<file path="config.mk">
export PLATFORM = sky130hd
export DESIGN_NAME = stream_demux_buffered_flat
export DESIGN_NICKNAME = d
export VERILOG_FILES = /design/src/rtl/stream_demux_buffered_if.sv /design/src/rtl/stream_demux_buffered.sv /design/src/flat_wrapper.sv
export SDC_FILE = /design/constraint.sdc
export NUM_CORES = 1
export LEC_CHECK = 0
export ABC_AREA = 0
export CORE_ASPECT_RATIO = 0.8
export CORE_MARGIN = 4
export CORE_UTILIZATION = 47
export DETAILED_ROUTE_END_ITERATION = 8
export PLACE_DENSITY = 0.69
export SYNTH_ARGS = -nofsm -noshare
export SYNTH_HDL_FRONTEND = slang
export SYNTH_SLANG_ARGS = --single-unit
</file>
<file path="constraint.sdc">
create_clock -name clk -period 7.21 [get_ports clk]
set_clock_uncertainty 0.05 [all_clocks]
set_input_delay 1.0815 -clock clk [delete_from_list [all_inputs] [get_ports clk]]
set_output_delay 1.0815 -clock clk [all_outputs]
set_load 0.01 [all_outputs]
</file>
<file path="src/rtl/stream_demux_buffered_if.sv">
// Handshake bundle for stream_demux_buffered: one val/rdy input stream fanned out
// to noutputs val/rdy output streams, plus the discard counter.
interface stream_demux_buffered_if #(
  parameter int nbits    = 32,
  parameter int noutputs = 4,
  parameter int SELW     = $clog2(noutputs)
);
  logic [nbits-1:0]    recv_msg;
  logic [SELW-1:0]     recv_sel;
  logic                recv_bcast;
  logic                recv_val;
  logic                recv_rdy;
  logic [nbits-1:0]    send_msg [0:noutputs-1];
  logic [noutputs-1:0] send_val;
  logic [noutputs-1:0] send_rdy;
  logic [15:0]         drop_count;

  modport master (
    output recv_msg, recv_sel, recv_bcast, recv_val, send_rdy,
    input  recv_rdy, send_msg, send_val, drop_count
  );

  modport slave (
    input  recv_msg, recv_sel, recv_bcast, recv_val, send_rdy,
    output recv_rdy, send_msg, send_val, drop_count
  );
endinterface

</file>
<file path="src/rtl/stream_demux_buffered.sv">
// Buffered val/rdy demux: each message goes to one output FIFO (or all of them on
// broadcast); out-of-range selectors are accepted, discarded and counted.
module stream_demux_buffered #(
  parameter int nbits    = 32,
  parameter int noutputs = 4,
  parameter int depth    = 2
) (
  input  logic                   clk,
  input  logic                   reset_n,
  stream_demux_buffered_if.slave s
);
  localparam int SELW = $clog2(noutputs);
  localparam int PW   = $clog2(depth);
  localparam int CW   = PW + 1;
  localparam int NSEL = 1 << SELW;

  logic [noutputs-1:0] full;
  logic [noutputs-1:0] enq;
  logic [noutputs-1:0] deq;
  logic [noutputs-1:0] val;
  logic [NSEL-1:0]     full_ext;
  logic                in_range;
  logic                is_bcast;
  logic                is_drop;
  logic                rdy;
  logic                accept;
  logic [15:0]         drop_count_reg;

  assign is_bcast = s.recv_bcast;

  generate
    if (NSEL == noutputs) begin : g_pow2
      assign in_range = 1'b1;
    end else begin : g_npow2
      assign in_range = ({1'b0, s.recv_sel} < (SELW + 1)'(noutputs));
    end
  endgenerate

  assign is_drop = !is_bcast && !in_range;

  // Unused selector codes read as full; they are never consulted since they drop.
  genvar gi;
  generate
    for (gi = 0; gi < NSEL; gi++) begin : g_full_ext
      if (gi < noutputs) begin : g_real
        assign full_ext[gi] = full[gi];
      end else begin : g_pad
        assign full_ext[gi] = 1'b1;
      end
    end
  endgenerate

  // Ready looks only at FIFO occupancy, never at send_rdy or recv_val.
  always_comb begin
    rdy = 1'b1;
    if (is_bcast) begin
      rdy = ~|full;
    end else if (in_range) begin
      rdy = ~full_ext[s.recv_sel];
    end
  end

  assign s.recv_rdy = rdy;
  assign accept     = s.recv_val && rdy;

  generate
    for (gi = 0; gi < noutputs; gi++) begin : g_fifo
      logic [nbits-1:0] mem [depth];
      logic [PW-1:0]    rd_ptr_reg;
      logic [PW-1:0]    wr_ptr_reg;
      logic [CW-1:0]    count_reg;

      assign full[gi] = (count_reg == CW'(depth));
      assign val[gi]  = (count_reg != '0);
      assign enq[gi]  = accept && (is_bcast || (in_range && (s.recv_sel == SELW'(gi))));
      assign deq[gi]  = val[gi] && s.send_rdy[gi];

      assign s.send_val[gi] = val[gi];
      assign s.send_msg[gi] = val[gi] ? mem[rd_ptr_reg] : '0;

      always_ff @(posedge clk or negedge reset_n) begin
        if (!reset_n) begin
          rd_ptr_reg <= '0;
          wr_ptr_reg <= '0;
          count_reg  <= '0;
        end else begin
          if (enq[gi]) begin
            wr_ptr_reg <= wr_ptr_reg + 1'b1;
          end
          if (deq[gi]) begin
            rd_ptr_reg <= rd_ptr_reg + 1'b1;
          end
          case ({enq[gi], deq[gi]})
            2'b10:   count_reg <= count_reg + 1'b1;
            2'b01:   count_reg <= count_reg - 1'b1;
            default: count_reg <= count_reg;
          endcase
        end
      end

      // Storage carries no reset; the head is masked by val until written.
      always_ff @(posedge clk) begin
        if (enq[gi]) begin
          mem[wr_ptr_reg] <= s.recv_msg;
        end
      end
    end
  endgenerate

  always_ff @(posedge clk or negedge reset_n) begin
    if (!reset_n) begin
      drop_count_reg <= '0;
    end else if (accept && is_drop && (drop_count_reg != 16'hFFFF)) begin
      drop_count_reg <= drop_count_reg + 16'd1;
    end
  end

  assign s.drop_count = drop_count_reg;
endmodule

</file>
<file path="src/flat_wrapper.sv">
// flat-port wrapper written by rule: the top's interface ports become plain ports
module stream_demux_buffered_flat 
#(
  parameter int nbits    = 32,
  parameter int noutputs = 4,
  parameter int depth    = 2
)
  (clk, reset_n, s_recv_msg, s_recv_sel, s_recv_bcast, s_recv_val, s_send_rdy, s_recv_rdy, s_send_msg, s_send_val, s_drop_count);
  stream_demux_buffered_if #(.nbits(nbits), .noutputs(noutputs)) s_i ();
  input  logic clk;
  input  logic reset_n;
  input wire logic [$bits(s_i.recv_msg)-1:0] s_recv_msg;
  input wire logic [$bits(s_i.recv_sel)-1:0] s_recv_sel;
  input wire logic [$bits(s_i.recv_bcast)-1:0] s_recv_bcast;
  input wire logic [$bits(s_i.recv_val)-1:0] s_recv_val;
  input wire logic [$bits(s_i.send_rdy)-1:0] s_send_rdy;
  output wire logic [$bits(s_i.recv_rdy)-1:0] s_recv_rdy;
  output wire logic [$bits(s_i.send_msg)-1:0] s_send_msg;
  output wire logic [$bits(s_i.send_val)-1:0] s_send_val;
  output wire logic [$bits(s_i.drop_count)-1:0] s_drop_count;
  assign s_i.recv_msg = s_recv_msg;
  assign s_i.recv_sel = s_recv_sel;
  assign s_i.recv_bcast = s_recv_bcast;
  assign s_i.recv_val = s_recv_val;
  assign s_i.send_rdy = s_send_rdy;
  assign s_recv_rdy = s_i.recv_rdy;
  assign s_send_msg = {>>{s_i.send_msg}};
  assign s_send_val = s_i.send_val;
  assign s_drop_count = s_i.drop_count;
  stream_demux_buffered #(.nbits(nbits), .noutputs(noutputs), .depth(depth)) u_core (.clk(clk), .reset_n(reset_n), .s(s_i));
endmodule
</file>
==> results_dict.tcl <==
set metrics [dict create \
    status "finished, final reports clean" \
    grt_pass1_vias 6076 \
    synth_seq_area_share_pct 76.4 \
    postCtsSetupRepairBufs 0 \
    synthDominantAreaCellType "edfxtp_1" \
    final_nets 861 \
    cts_tree "yes" \
    ys_top_cells_by_area "edfxtp_1 73%, mux2i_1 12%, nor2_1 5.1%" \
    irDropWorstVdd_mv 0.232 \
    cp.arrival_ps 2820 \
    cts_root_buffer "clkbuf_16" \
    netlist_instances 641 \
    track_usage_pct 18.3 \
    netlist_top_cells_count "256 x edfxtp_1, 145 x nor2_1, 128 x mux2i_1" \
    largest_register_ff_count 256 \
    port_buffers 174 \
    area_growth_pct 26.7 \
    utilization_pct 61.4 \
    die_h_um 142 \
    synth_cell_types 20 \
    routed_via_density 5.06 \
    wl_per_cell_um 20.4 \
    finalCritPeriodShare_pct 54.8 \
    layout_min_cycle_time_ps 3950 \
    insertion_delay_ps 520 \
    antenna_found_initial 0 \
    setup_viol 0 \
    drv_cap 0 \
    path_clk_slew_ps 60 \
    synth-seq-cells 272 \
    crit_type "input pin to primary output" \
    first_pass_iters 5 \
    worst_slew_pin_slew_ps 1120 \
    cts-resized-gates 0 \
    p_leak_nw 4.88 \
    async_flop_share_pct 5.88 \
    path_max_fanout 5 \
    maxSlewHeadroom_pct 25.1 \
    finalHoldViolCount 0 \
    drc_errors 0 \
    io_pins 191 \
    fill_cells 1621 \
    cts_max_path_buffers 3 \
    synth_edf_count 256 \
    cp_data_required_time_ps 6080 \
    die_w_um 176 \
    rows 48 \
    ant_nets 0 \
    dieArea_um2 25000 \
    hpwl_um 14500 \
    grt-ovfl-total 0 \
    avgSynthCellArea_um2 16.5 \
    yosysWarnings 0 \
    antennaDiodeCount 0 \
    power_density_nw_per_um2 419 \
    clkSinkCount 272 \
    drive_gt1_share_pct 7.69 \
    core_um2 21900 \
    holdCritPathClass "flip-flop to flip-flop" \
    synthMostInstantiatedCell "edfxtp_1" \
    htreeDepth 1 \
    slew_violations 0 \
    vias 5732 \
    ctsHoldBuffers 0 \
    synth_top_area_share_pct 72.6 \
    ys.flop_type "edfxtp_1" \
    rsz0062_at_grt "false" \
    start_util_pct 48.4 \
    end_kind "primary output" \
    setup_tns_ps 0 \
    place.gp.congestion 0.761 \
    syn-cell-area_um2 10600 \
    wl_um 23100 \
    grt_max_degree 34 \
    cp-start-kind "input pin" \
    cts_buffers 27 \
    drt_iter0_drc 477 \
    fmaxAchievable_mhz 253 \
    grt_pass1_wl_um 35500 \
]
worst max-delay path: stages:
cell and delay [ps]:
clkdlybuf4s50_1 470, and2_1 220, a221oi_2 300, a22o_4 200
clkdlybuf4s50_1 540
area by class of cell:
cell class / instances / area (µm²) / share of cell area [%]
clock buffers: 30 / 687 / 5.12
flip-flops and latches: 272 / 8090 / 60.3
repair buffers: 174 / 1740 / 13.0
well taps: 300 / 375 / 2.80
multi-input cells: 332 / 2380 / 17.7
clock inverters: 16 / 118 / 0.876
inverters: 8 / 30.0 / 0.224
stage by stage:
stage,cells,hold slack (ps),setup WS (ps),instance area [µm²],total power [mW]
floorplan,656,406,3480,10600,3.22
global placement,1086,474,3350,12600,4.35
detailed placement,1086,480,3270,12600,4.39
CTS,1132,495,3260,13400,5.68
global route,1132,523,3200,13400,5.91
finish,1132,493,3260,13400,5.62
power breakdown:
part / switching (mW) / internal (mW)
Sequential: 0.303 / 1.98
Clock: 0.568 / 0.721
Combinational: 0.974 / 1.07
Total: 1.85 / 3.77
cells by family (layout without fill, tap and decap cells):
family	Yosys count	in the layout	share of synthesized area [%]
compound gates	7	7	0.851
xor+xnor	20	20	1.72
fa+ha+maj	4	4	0.473
buf+inv	52	228	2.55
flops	272	272	76.4
mux	128	128	12.1
other cells	1	16	0.0354
simple gates	157	157	5.91
per-layer routing:
layer / wire [µm] / up-vias / track usage, %
li1: - / 2642 / -
met1: 10300 / 2834 / 26.2
met2: 10600 / 222 / 29.3
met3: 1780 / 34 / 4.12
met4: 412 / 0 / 3.94
met5: 0 / - / 0
worst paths after layout:
path	slack, ps	end	from	cells past startpoint
max	3260	s_recv_rdy	s_recv_sel[1]	5
min in group asynchronous	940	u_core.g_fifo[3].count_reg[0]	reset_n	1
min reg2reg	490	u_core.g_fifo[2].count_reg[1]	u_core.g_fifo[2].count_reg[1]	1
max in group asynchronous	5650	u_core.g_fifo[0].rd_ptr_reg	reset_n	1
max reg2reg	4480	u_core.g_fifo[0].mem[0][18]	u_core.g_fifo[3].count_reg[1]	5
min	490	u_core.g_fifo[2].count_reg[1]	u_core.g_fifo[2].count_reg[1]	1
placed cells by master, fill, tap and decap left out, types with 2 or more instances in the layout:
cell             instances
nor2_1                 133
nor2b_1                  6
xor2_1                   8
clkinvlp_4               2
and2_1                   5
nor2_4                  12
inv_1                    8
clkbuf_16               27
o211ai_2                 4
dfrtp_2                  4
clkdlybuf4s50_1        174
conb_1                  16
dfrtp_1                 12
clkinv_2                 7
clkinv_1                 3
ha_1                     4
xnor2_1                 11
mux2i_1                128
edfxtp_1               256
clkbuf_1                 3
clkinv_4                 2
No activity file was read; power rests on OpenSTA's default activity.
